### src/rtl/sipo_deserializer.sv
// sipo_deserializer
// Serial-in/parallel-out front end for a PIPO holding register.
// A frame is armed by start, and then WIDTH bits qualified by ser_valid are collected.
// The finished word is presented on par_out with a one-cycle word_valid pulse.
// A start arriving mid-frame throws away the partial word and pulses abort.

module sipo_deserializer #(
    parameter int WIDTH     = 4,
    parameter bit MSB_FIRST = 1'b1
) (
    input  logic             clk,
    input  logic             clear_n,
    input  logic             start,
    input  logic             ser_in,
    input  logic             ser_valid,
    output logic [WIDTH-1:0] par_out,
    output logic             word_valid,
    output logic             busy,
    output logic             abort
);

    localparam int            CW   = (WIDTH > 2) ? $clog2(WIDTH) : 1;
    localparam logic [CW-1:0] LAST = CW'(WIDTH - 1);

    typedef enum logic {
        IDLE,
        SHIFT
    } state_e;

    state_e           state_q, state_d;
    logic [CW-1:0]    cnt_q, cnt_d;
    logic [WIDTH-1:0] sreg_q, sreg_d;
    logic [WIDTH-1:0] par_q, par_d;
    logic             wv_q, wv_d;
    logic             abort_q, abort_d;
    logic [WIDTH-1:0] shiftWord;

    // Shift register contents after taking in the current ser_in bit, in the configured bit order
    always_comb begin
        if (MSB_FIRST) begin
            shiftWord = {sreg_q[WIDTH-2:0], ser_in};
        end else begin
            shiftWord = {ser_in, sreg_q[WIDTH-1:1]};
        end
    end

    // Next-state logic for the frame FSM, the bit counter, the shift register and the output pulses
    always_comb begin
        state_d = state_q;
        cnt_d   = cnt_q;
        sreg_d  = sreg_q;
        par_d   = par_q;
        wv_d    = 1'b0;
        abort_d = 1'b0;

        unique case (state_q)
            IDLE: begin
                if (start) begin
                    state_d = SHIFT;
                    cnt_d   = '0;
                    sreg_d  = '0;
                end
            end

            SHIFT: begin
                if (ser_valid && (cnt_q == LAST)) begin
                    par_d   = shiftWord;
                    wv_d    = 1'b1;
                    cnt_d   = '0;
                    sreg_d  = '0;
                    state_d = start ? SHIFT : IDLE;
                end else if (start) begin
                    cnt_d   = '0;
                    sreg_d  = '0;
                    abort_d = 1'b1;
                end else if (ser_valid) begin
                    sreg_d = shiftWord;
                    cnt_d  = cnt_q + CW'(1);
                end
            end

            default: begin
                state_d = IDLE;
            end
        endcase
    end

    // State and datapath registers, cleared asynchronously so a mid-frame reset drops everything
    always_ff @(posedge clk or negedge clear_n) begin
        if (!clear_n) begin
            state_q <= IDLE;
            cnt_q   <= '0;
            sreg_q  <= '0;
            par_q   <= '0;
            wv_q    <= 1'b0;
            abort_q <= 1'b0;
        end else begin
            state_q <= state_d;
            cnt_q   <= cnt_d;
            sreg_q  <= sreg_d;
            par_q   <= par_d;
            wv_q    <= wv_d;
            abort_q <= abort_d;
        end
    end

    assign par_out    = par_q;
    assign word_valid = wv_q;
    assign abort      = abort_q;
    assign busy       = (state_q == SHIFT);

endmodule

### config.mk
export PLATFORM = sky130hd
export DESIGN_NAME = sipo_deserializer
export DESIGN_NICKNAME = d
export VERILOG_FILES = /design/src/rtl/sipo_deserializer.sv
export SDC_FILE = /design/constraint.sdc
export NUM_CORES = 1
export LEC_CHECK = 0
export CAP_MARGIN = 25
export CORE_AREA = 5 5 42 44
export DETAILED_ROUTE_END_ITERATION = 10
export DIE_AREA = 0 0 47 49
export GPL_TIMING_DRIVEN = 0
export HOLD_SLACK_MARGIN = 0.02
export MAX_ROUTING_LAYER = met4
export PLACE_DENSITY = 0.73
export SLEW_MARGIN = 0
export SYNTH_ARGS = -nofsm -noshare
export SYNTH_HDL_FRONTEND = slang
export SYNTH_SLANG_ARGS = --single-unit
### constraint.sdc
create_clock -name clk -period 1.2 [get_ports clk]
set_input_delay 0.12 -clock clk [delete_from_list [all_inputs] [get_ports clk]]
set_output_delay 0.12 -clock clk [all_outputs]
set_load 0.1 [all_outputs]
==> flow_summary_export.csv, run 1 <==
group,metric,value,unit
critical_path,critPathCaptureType,"flip-flop",
critical_path,cp.depth,3,
grt,grt_use_met2,16.3,%
timing,hold_viol_final,0,
floorplan,io_pins,12,
cells_and_area,ratio_of_cells_with_drive_above_1_in_the_final_layout,51.8,%
grt,antenna_found_initial,0,
grt,grt_util_met3,4.43,%
floorplan,rows,14,
pwr,leakagePower,0.325,nW
clock_network,clk_root_buffer_cell,"sky130_fd_sc_hd__clkbuf_4",
floorplan,height_of_the_chip,49,um
status,status,"complete, no violations",
min_path,holdCritPathClass,"in2async",
critical_path,data_required_time_of_the_critical_path,1.35,ns
grt,groute.layer.met1.usage,13.1,%
timing,finalSetupViolations,0,
timing,setup_total_negative_slack,0,ns
drt,detailedRoute.firstIterationViolations,8,
grt,groute.usage.overall,11.0,%
yosys,synth_area_per_cell,13.3,sq um
critical_path,critical_path.cell_chain,"ha_4 -> nand3_4 -> mux2_1",
cells_and_area,fin_cells,72,
timing,achievable-frequency,863,MHz
pwr,power.density,1290,mW/mm^2
timing,final_max_slew_viol_count,0,
yosys,syn_area,520,sq um
cells_and_area,layout.core_utilization,50.6,%
drt,post_drt_via_cell_ratio,5.42,
cells_and_area,multi_input_comb_area,238,sq um
placed_design,placed_cells_incl_taps,66,
placed_design,gp_routability_congestion,0.689,
clock_network,cts.reportedPaths.clkPinSlew,0.07,ns
cells_and_area,nets,63,
yosys,synth_fp_nets,45,
critical_path,timing.critical_path.slowest_stage_cell,"sky130_fd_sc_hd__dfrtp_1",
floorplan,die_w,47,um
timing,timing_worst_slew_pin_value,0.528,ns
yosys,synth.area.top_cells,"sky130_fd_sc_hd__dfrtp_1 58%, sky130_fd_sc_hd__a21bo_2 9.6%, sky130_fd_sc_hd__mux2_1 8.7%",
yosys,yosys_register_bits,12,
floorplan,core,0.00140,sq mm
yosys,yosys_warn_count,0,
critical_path,worst-endpoint-arrival,1.31,ns
timing,clock_skew,0.00626,ns
yosys,yosysTopAreaCell,"sky130_fd_sc_hd__dfrtp_1",
clock_network,latest_clock_arrival_within_the_worst_skew_pair,0.26,ns
timing,part_of_the_cycle_the_worst_path_needs,96.6,%
clock_network,clk_sink_count,12,
yosys,synthDistinctLibCells,13,
critical_path,worst-path-buf-inv,0,
critical_path,critPathMaxStageDelay,0.42,ns
critical_path,worstPathMaxFanout,5,
clock_network,htree_levels,1,
grt,grt_max_degree,13,
yosys,syn-instance-count,39,
floorplan,effective_utilization_at_floorplan,37.1,%
timing,worst_slew_margin_rel,64.7,%
cells_and_area,num-fill-cells,151,
critical_path,cp-start-kind,"flip-flop",
grt,grt_remaining_overflow,0,
timing,period_minus_slack,1.16,ns
drt,drcViolationCount,0,
drt,totalWireLength,1020,um
yosys,synth.top_cell.area_share,57.7,%
drt,drt-pass1-iter-count,4,
clock_network,cts_tree,"yes",
grt,wire_length_of_the_first_global_routing_pass,1780,um
floorplan,design.die.area,0.00230,sq mm
critical_path,timing_worst_setup_path_type,"reg2reg",
drt,post_drt_wl_per_cell,14.1,um
run,max_cap_violations,0,
placed_design,portBuffers,11,
grt,first_global_vias,397,
clock_network,cts_bufs_inserted,3,
drt,remaining_antenna_violation_count,0,
yosys,synth-seq-area-share,57.7,%
grt,globalRoute.busiestLayer,"met2",
pwr,worst_ir_drop_vdd,615,uV
cells_and_area,final-seq-area,309,sq um
critical_path,timing.reg2reg.worst_path_depth,3,
cells_and_area,layout-area-overhead-vs-synth,36.3,%
timing,rsz_0062_raised_after_global_routing,"no",
drt,detailroute.via_count,390,
cells_and_area,antenna-diode-count,0,
critical_path,crit_family,"flip-flops",
clock_network,clockBufferDepth,2,
[area by class of cell]
| type | count | area share, % |
|---|---|---|
| Buffer | 2 | 1.76 |
| Clock buffer | 4 | 3.70 |
| Inverter | 1 | 0.529 |
| Multi-Input combinational cell | 24 | 33.5 |
| Sequential cell | 12 | 43.6 |
| Tap cell | 16 | 2.82 |
| Timing Repair Buffer | 13 | 14.1 |
[layer usage]
layer,wire length [um],up-vias
li1,-,177
met1,432,203
met2,519,8
met3,50,2
met4,13,0
met5,0,-
[timing repair]
item	CTS	global route
pin swaps	0	1
setup endpoints to repair	11	6
resized for setup	39	5
setup buffers	2	0
hold buffers	0	0
[Yosys cell counts]
library cell / count
sky130_fd_sc_hd__ha_1: 1
sky130_fd_sc_hd__nand4b_1: 4
sky130_fd_sc_hd__a21oi_1: 5
sky130_fd_sc_hd__nand2_1: 1
sky130_fd_sc_hd__nand4bb_1: 1
sky130_fd_sc_hd__inv_1: 1
sky130_fd_sc_hd__nand3_2: 1
sky130_fd_sc_hd__a21bo_2: 5
sky130_fd_sc_hd__buf_2: 2
sky130_fd_sc_hd__mux2_1: 4
sky130_fd_sc_hd__a21o_1: 1
sky130_fd_sc_hd__dfrtp_1: 12
sky130_fd_sc_hd__and3_1: 1
[placed cells by master (no fill, tap or decap)]
cell,count
sky130_fd_sc_hd__a21o_1,1
sky130_fd_sc_hd__a21bo_2,5
sky130_fd_sc_hd__mux2_4,3
sky130_fd_sc_hd__buf_2,4
sky130_fd_sc_hd__buf_4,4
sky130_fd_sc_hd__dfrtp_2,4
sky130_fd_sc_hd__clkbuf_4,6
sky130_fd_sc_hd__ha_4,1
sky130_fd_sc_hd__a21oi_1,5
sky130_fd_sc_hd__nand4b_1,4
sky130_fd_sc_hd__clkbuf_1,1
sky130_fd_sc_hd__dfrtp_1,7
sky130_fd_sc_hd__nand2_1,1
sky130_fd_sc_hd__dfrtp_4,1
sky130_fd_sc_hd__nand3_4,1
sky130_fd_sc_hd__mux2_1,1
sky130_fd_sc_hd__nand4bb_1,1
sky130_fd_sc_hd__clkdlybuf4s50_1,4
sky130_fd_sc_hd__and3_1,1
sky130_fd_sc_hd__inv_1,1
[final timing paths]
path / start / to / slack (ns)
setup / recovery: cnt_q[0] / par_out[0] / 0.04
hold / removal: clear_n / abort / 0.20
setup reg to reg: cnt_q[0] / par_out[0] / 0.04
hold reg to reg: par_out[0] / par_out[0] / 0.50
max in group asynchronous: clear_n / busy / 0.61
min in group clk: ser_in / par_out[0] / 0.47
[through the flow]
step | hold slack [ns] | total power [mW] | worst slack (ns) | cell area [sq um]
2_1_floorplan | -0.176 | 0.602 | -0.0122 | 539
3_3_place_gp | 0.465 | 0.666 | -0.486 | 669
3_5_place_dp | 0.488 | 0.670 | -0.491 | 669
4_1_cts | 0.216 | 0.915 | 0.0157 | 694
5_1_grt | 0.244 | 0.971 | 0.000514 | 709
6_report | 0.200 | 0.913 | 0.0411 | 709
[kinds of logic (layout without fill, tap and decap cells)]
logic type	Yosys count	after routing	share of synthesized area [%]
compound gates	11	11	15.9
flops	12	12	57.7
simple gates	8	8	12.7
buf+inv	3	20	2.64
fa+ha+maj	1	1	2.40
mux	4	4	8.65
[flip-flops by register name, indices dropped and copies added (netlist names)]
| signal | count |
|---|---|
| sreg_q | 3 |
| cnt_q | 2 |
| par_out | 4 |
| busy | 1 |
| abort | 1 |
| word_valid | 1 |
[where the power goes]
group | leakage, nW | internal, mW | switching, mW
logic | 0.159 | 0.0640 | 0.157
clock network | 0.0150 | 0.128 | 0.120
registers | 0.151 | 0.430 | 0.0142
[worst register-to-register path, cell delays in order, from the launching register on]
cell,delay [ns]
sky130_fd_sc_hd__dfrtp_1,0.42
sky130_fd_sc_hd__ha_4,0.18
sky130_fd_sc_hd__nand3_4,0.12
sky130_fd_sc_hd__mux2_1,0.32
No activity file was read; power rests on OpenSTA's default activity.
==> run 2, diff against run 1 <==
--- a/config.mk
+++ b/config.mk
@@ -5,8 +5,10 @@
 export SDC_FILE = /design/constraint.sdc
 export NUM_CORES = 1
 export LEC_CHECK = 0
+export ABC_CLOCK_PERIOD_IN_PS = 1200
 export CAP_MARGIN = 25
 export CORE_AREA = 5 5 42 44
+export CTS_BUF_LIST = sky130_fd_sc_hd__clkbuf_8
 export DETAILED_ROUTE_END_ITERATION = 10
 export DIE_AREA = 0 0 47 49
 export GPL_TIMING_DRIVEN = 0
==> run 2 against run 1 <==
Critical path depth did not move. Wire length is 9.9% higher. Sequential share of layout area decreased by 0.90 points. Critical endpoint is now par_out[3]. Highest routed layer unchanged. Largest cell class unchanged. Cell area is 2.1% higher. Power rose by 15%. Critical path type unchanged. Count of clock-buffer cells in the layout fell by 1. Maximum frequency down 0.65%. Setup slack got worse by 0.0076 ns.
==> flow_summary_export.csv, run 2 (synthesis results as in run 1) <==
group,metric,value,unit
status,status,"complete, no violations",
timing,part_of_the_cycle_the_worst_path_needs,97.2,%
critical_path,worstPathMaxFanout,5,
cells_and_area,mostFrequentLayoutCells,"7 x sky130_fd_sc_hd__buf_2, 7 x sky130_fd_sc_hd__dfrtp_1, 5 x sky130_fd_sc_hd__a21bo_2, 5 x sky130_fd_sc_hd__a21oi_1",
pwr,design_power_total,1.05,mW
cells_and_area,antenna-diode-count,0,
critical_path,timing.critical_path.slowest_stage_cell,"sky130_fd_sc_hd__dfrtp_1",
placed_design,portBuffers,11,
timing,finalSetupViolations,0,
grt,first_global_vias,367,
pwr,worst_ir_drop_vdd,1050,uV
clock_network,cts_bufs_inserted,3,
floorplan,die_w,47,um
timing,clock_skew,0.00187,ns
critical_path,timing_worst_setup_path_type,"reg2reg",
cells_and_area,post-route-cell-area,724,sq um
timing,worst_slew_margin_rel,64.3,%
timing,achievable-frequency,857,MHz
grt,grt_remaining_overflow,0,
critical_path,worst-endpoint-arrival,1.29,ns
clock_network,htree_levels,1,
grt,wire_length_of_the_first_global_routing_pass,1740,um
grt,grt_max_degree,13,
pwr,power.density,1450,mW/mm^2
critical_path,data_required_time_of_the_critical_path,1.32,ns
clock_network,clk_sink_count,12,
floorplan,effective_utilization_at_floorplan,37.1,%
drt,drt-pass1-iter-count,4,
drt,detailedRoute.firstIterationViolations,3,
floorplan,core,0.00140,sq mm
clock_network,latest_clock_arrival_within_the_worst_skew_pair,0.24,ns
floorplan,io_pins,12,
timing,timing_worst_slew_pin_value,0.534,ns
drt,totalWireLength,1120,um
cells_and_area,nets,63,
run,max_cap_violations,0,
drt,drcViolationCount,0,
critical_path,critPathMaxStageDelay,0.41,ns
clock_network,clk_root_buffer_cell,"sky130_fd_sc_hd__clkbuf_8",
grt,antenna_found_initial,0,
timing,hold_viol_final,0,
cells_and_area,ratio_of_cells_with_drive_above_1_in_the_final_layout,53.6,%
timing,final_max_slew_viol_count,0,
grt,groute.usage.overall,11.5,%
placed_design,detailed_place.area,669,sq um
timing,period_minus_slack,1.17,ns
critical_path,critPathCaptureType,"flip-flop",
drt,post_drt_via_cell_ratio,5.21,
clock_network,cts.reportedPaths.clkPinSlew,0.05,ns
drt,detailroute.via_count,375,
cells_and_area,largest_register_ffs,4,
floorplan,height_of_the_chip,49,um
clock_network,clockBufferDepth,2,
clock_network,cts_tree,"yes",
drt,post_drt_wl_per_cell,15.5,um
cells_and_area,layout.core_utilization,51.7,%
floorplan,rows,14,
critical_path,critical_path.cell_chain,"ha_4 -> nand3_4 -> mux2_4",
cells_and_area,layout-area-overhead-vs-synth,39.2,%
placed_design,gp_routability_congestion,0.689,
cells_and_area,num-fill-cells,148,
drt,remaining_antenna_violation_count,0,
min_path,holdCritPathClass,"in2async",
floorplan,design.die.area,0.00230,sq mm
critical_path,cp-start-kind,"flip-flop",
clock_network,post_cts_hold_buffer_count,0,
pwr,leakagePower,0.342,nW
## run 2: changes by cell type in the layout (fill, tap and decap cells not counted)
cell	previous run	this run
sky130_fd_sc_hd__clkbuf_4	6	0
sky130_fd_sc_hd__buf_2	4	7
sky130_fd_sc_hd__clkbuf_8	0	3
sky130_fd_sc_hd__clkbuf_1	1	0
sky130_fd_sc_hd__inv_1	1	2
sky130_fd_sc_hd__mux2_1	1	0
sky130_fd_sc_hd__mux2_4	3	4
## run 2: metal layers
metal | GRT usage, % | wire (um) | up-vias
met5 | - | 0 | -
li1 | - | - | 177
met4 | 5.53 | 25 | 0
met1 | 14.0 | 479 | 184
met3 | 6.64 | 74 | 3
met2 | 14.9 | 535 | 11
## run 2: cell type report
type                       instances  area [sq um]  share of cell area, %
tap                               16          20.0                   2.76
multi-input combinational         24           241                   33.3
inverter                           1          3.75                  0.518
clock buffer                       3          41.3                   5.70
sequential                        12           309                   42.7
clock inverter                     1          3.75                  0.518
timing repair buffer              13          92.6                   12.8
buffer                             2          12.5                   1.73
## run 2: worst max-delay path: cells and delay by family (launching register included)
family                     cells  cell delay, ns
DFF                            1            0.41
and+or+nand+nor                1            0.13
muxes                          1            0.32
adders and majority gates      1            0.19
## run 2: what timing repair did
item	4_1_cts	5_1_grt
gates cloned	0	0
gates resized for setup	39	3
pin swaps	0	2
setup buffers	1	1
setup endpoints to repair	11	4
## run 2: path summary, 6_finish.rpt
check,from,endpoint,slack (ns),cells past startpoint
max,cnt_q[0],par_out[3],0.03,3
min,clear_n,word_valid,0.23,1
max reg2reg,cnt_q[0],par_out[3],0.03,3
min reg2reg,sreg_q[2],par_out[3],0.51,1
max in group asynchronous,clear_n,busy,0.57,1
min in group clk,ser_in,sreg_q[0],0.50,3
## run 2: power by group
group | internal [mW] | switching [mW] | total [mW]
clock network | 0.226 | 0.154 | 0.380
registers | 0.431 | 0.0147 | 0.446
logic | 0.0636 | 0.158 | 0.221
## run 2: per-stage QoR
step                      hold WS [ns]  std cells  setup WS [ns]  setup TNS, ns
final                            0.227         72         0.0335              0
after global routing             0.279         72       -0.00970       -0.00970
after CTS                        0.245         71        0.00329              0
after detailed placement         0.488         66         -0.491          -3.60
after global placement           0.465         66         -0.486          -3.33
after floorplan                 -0.176         39        -0.0122        -0.0836
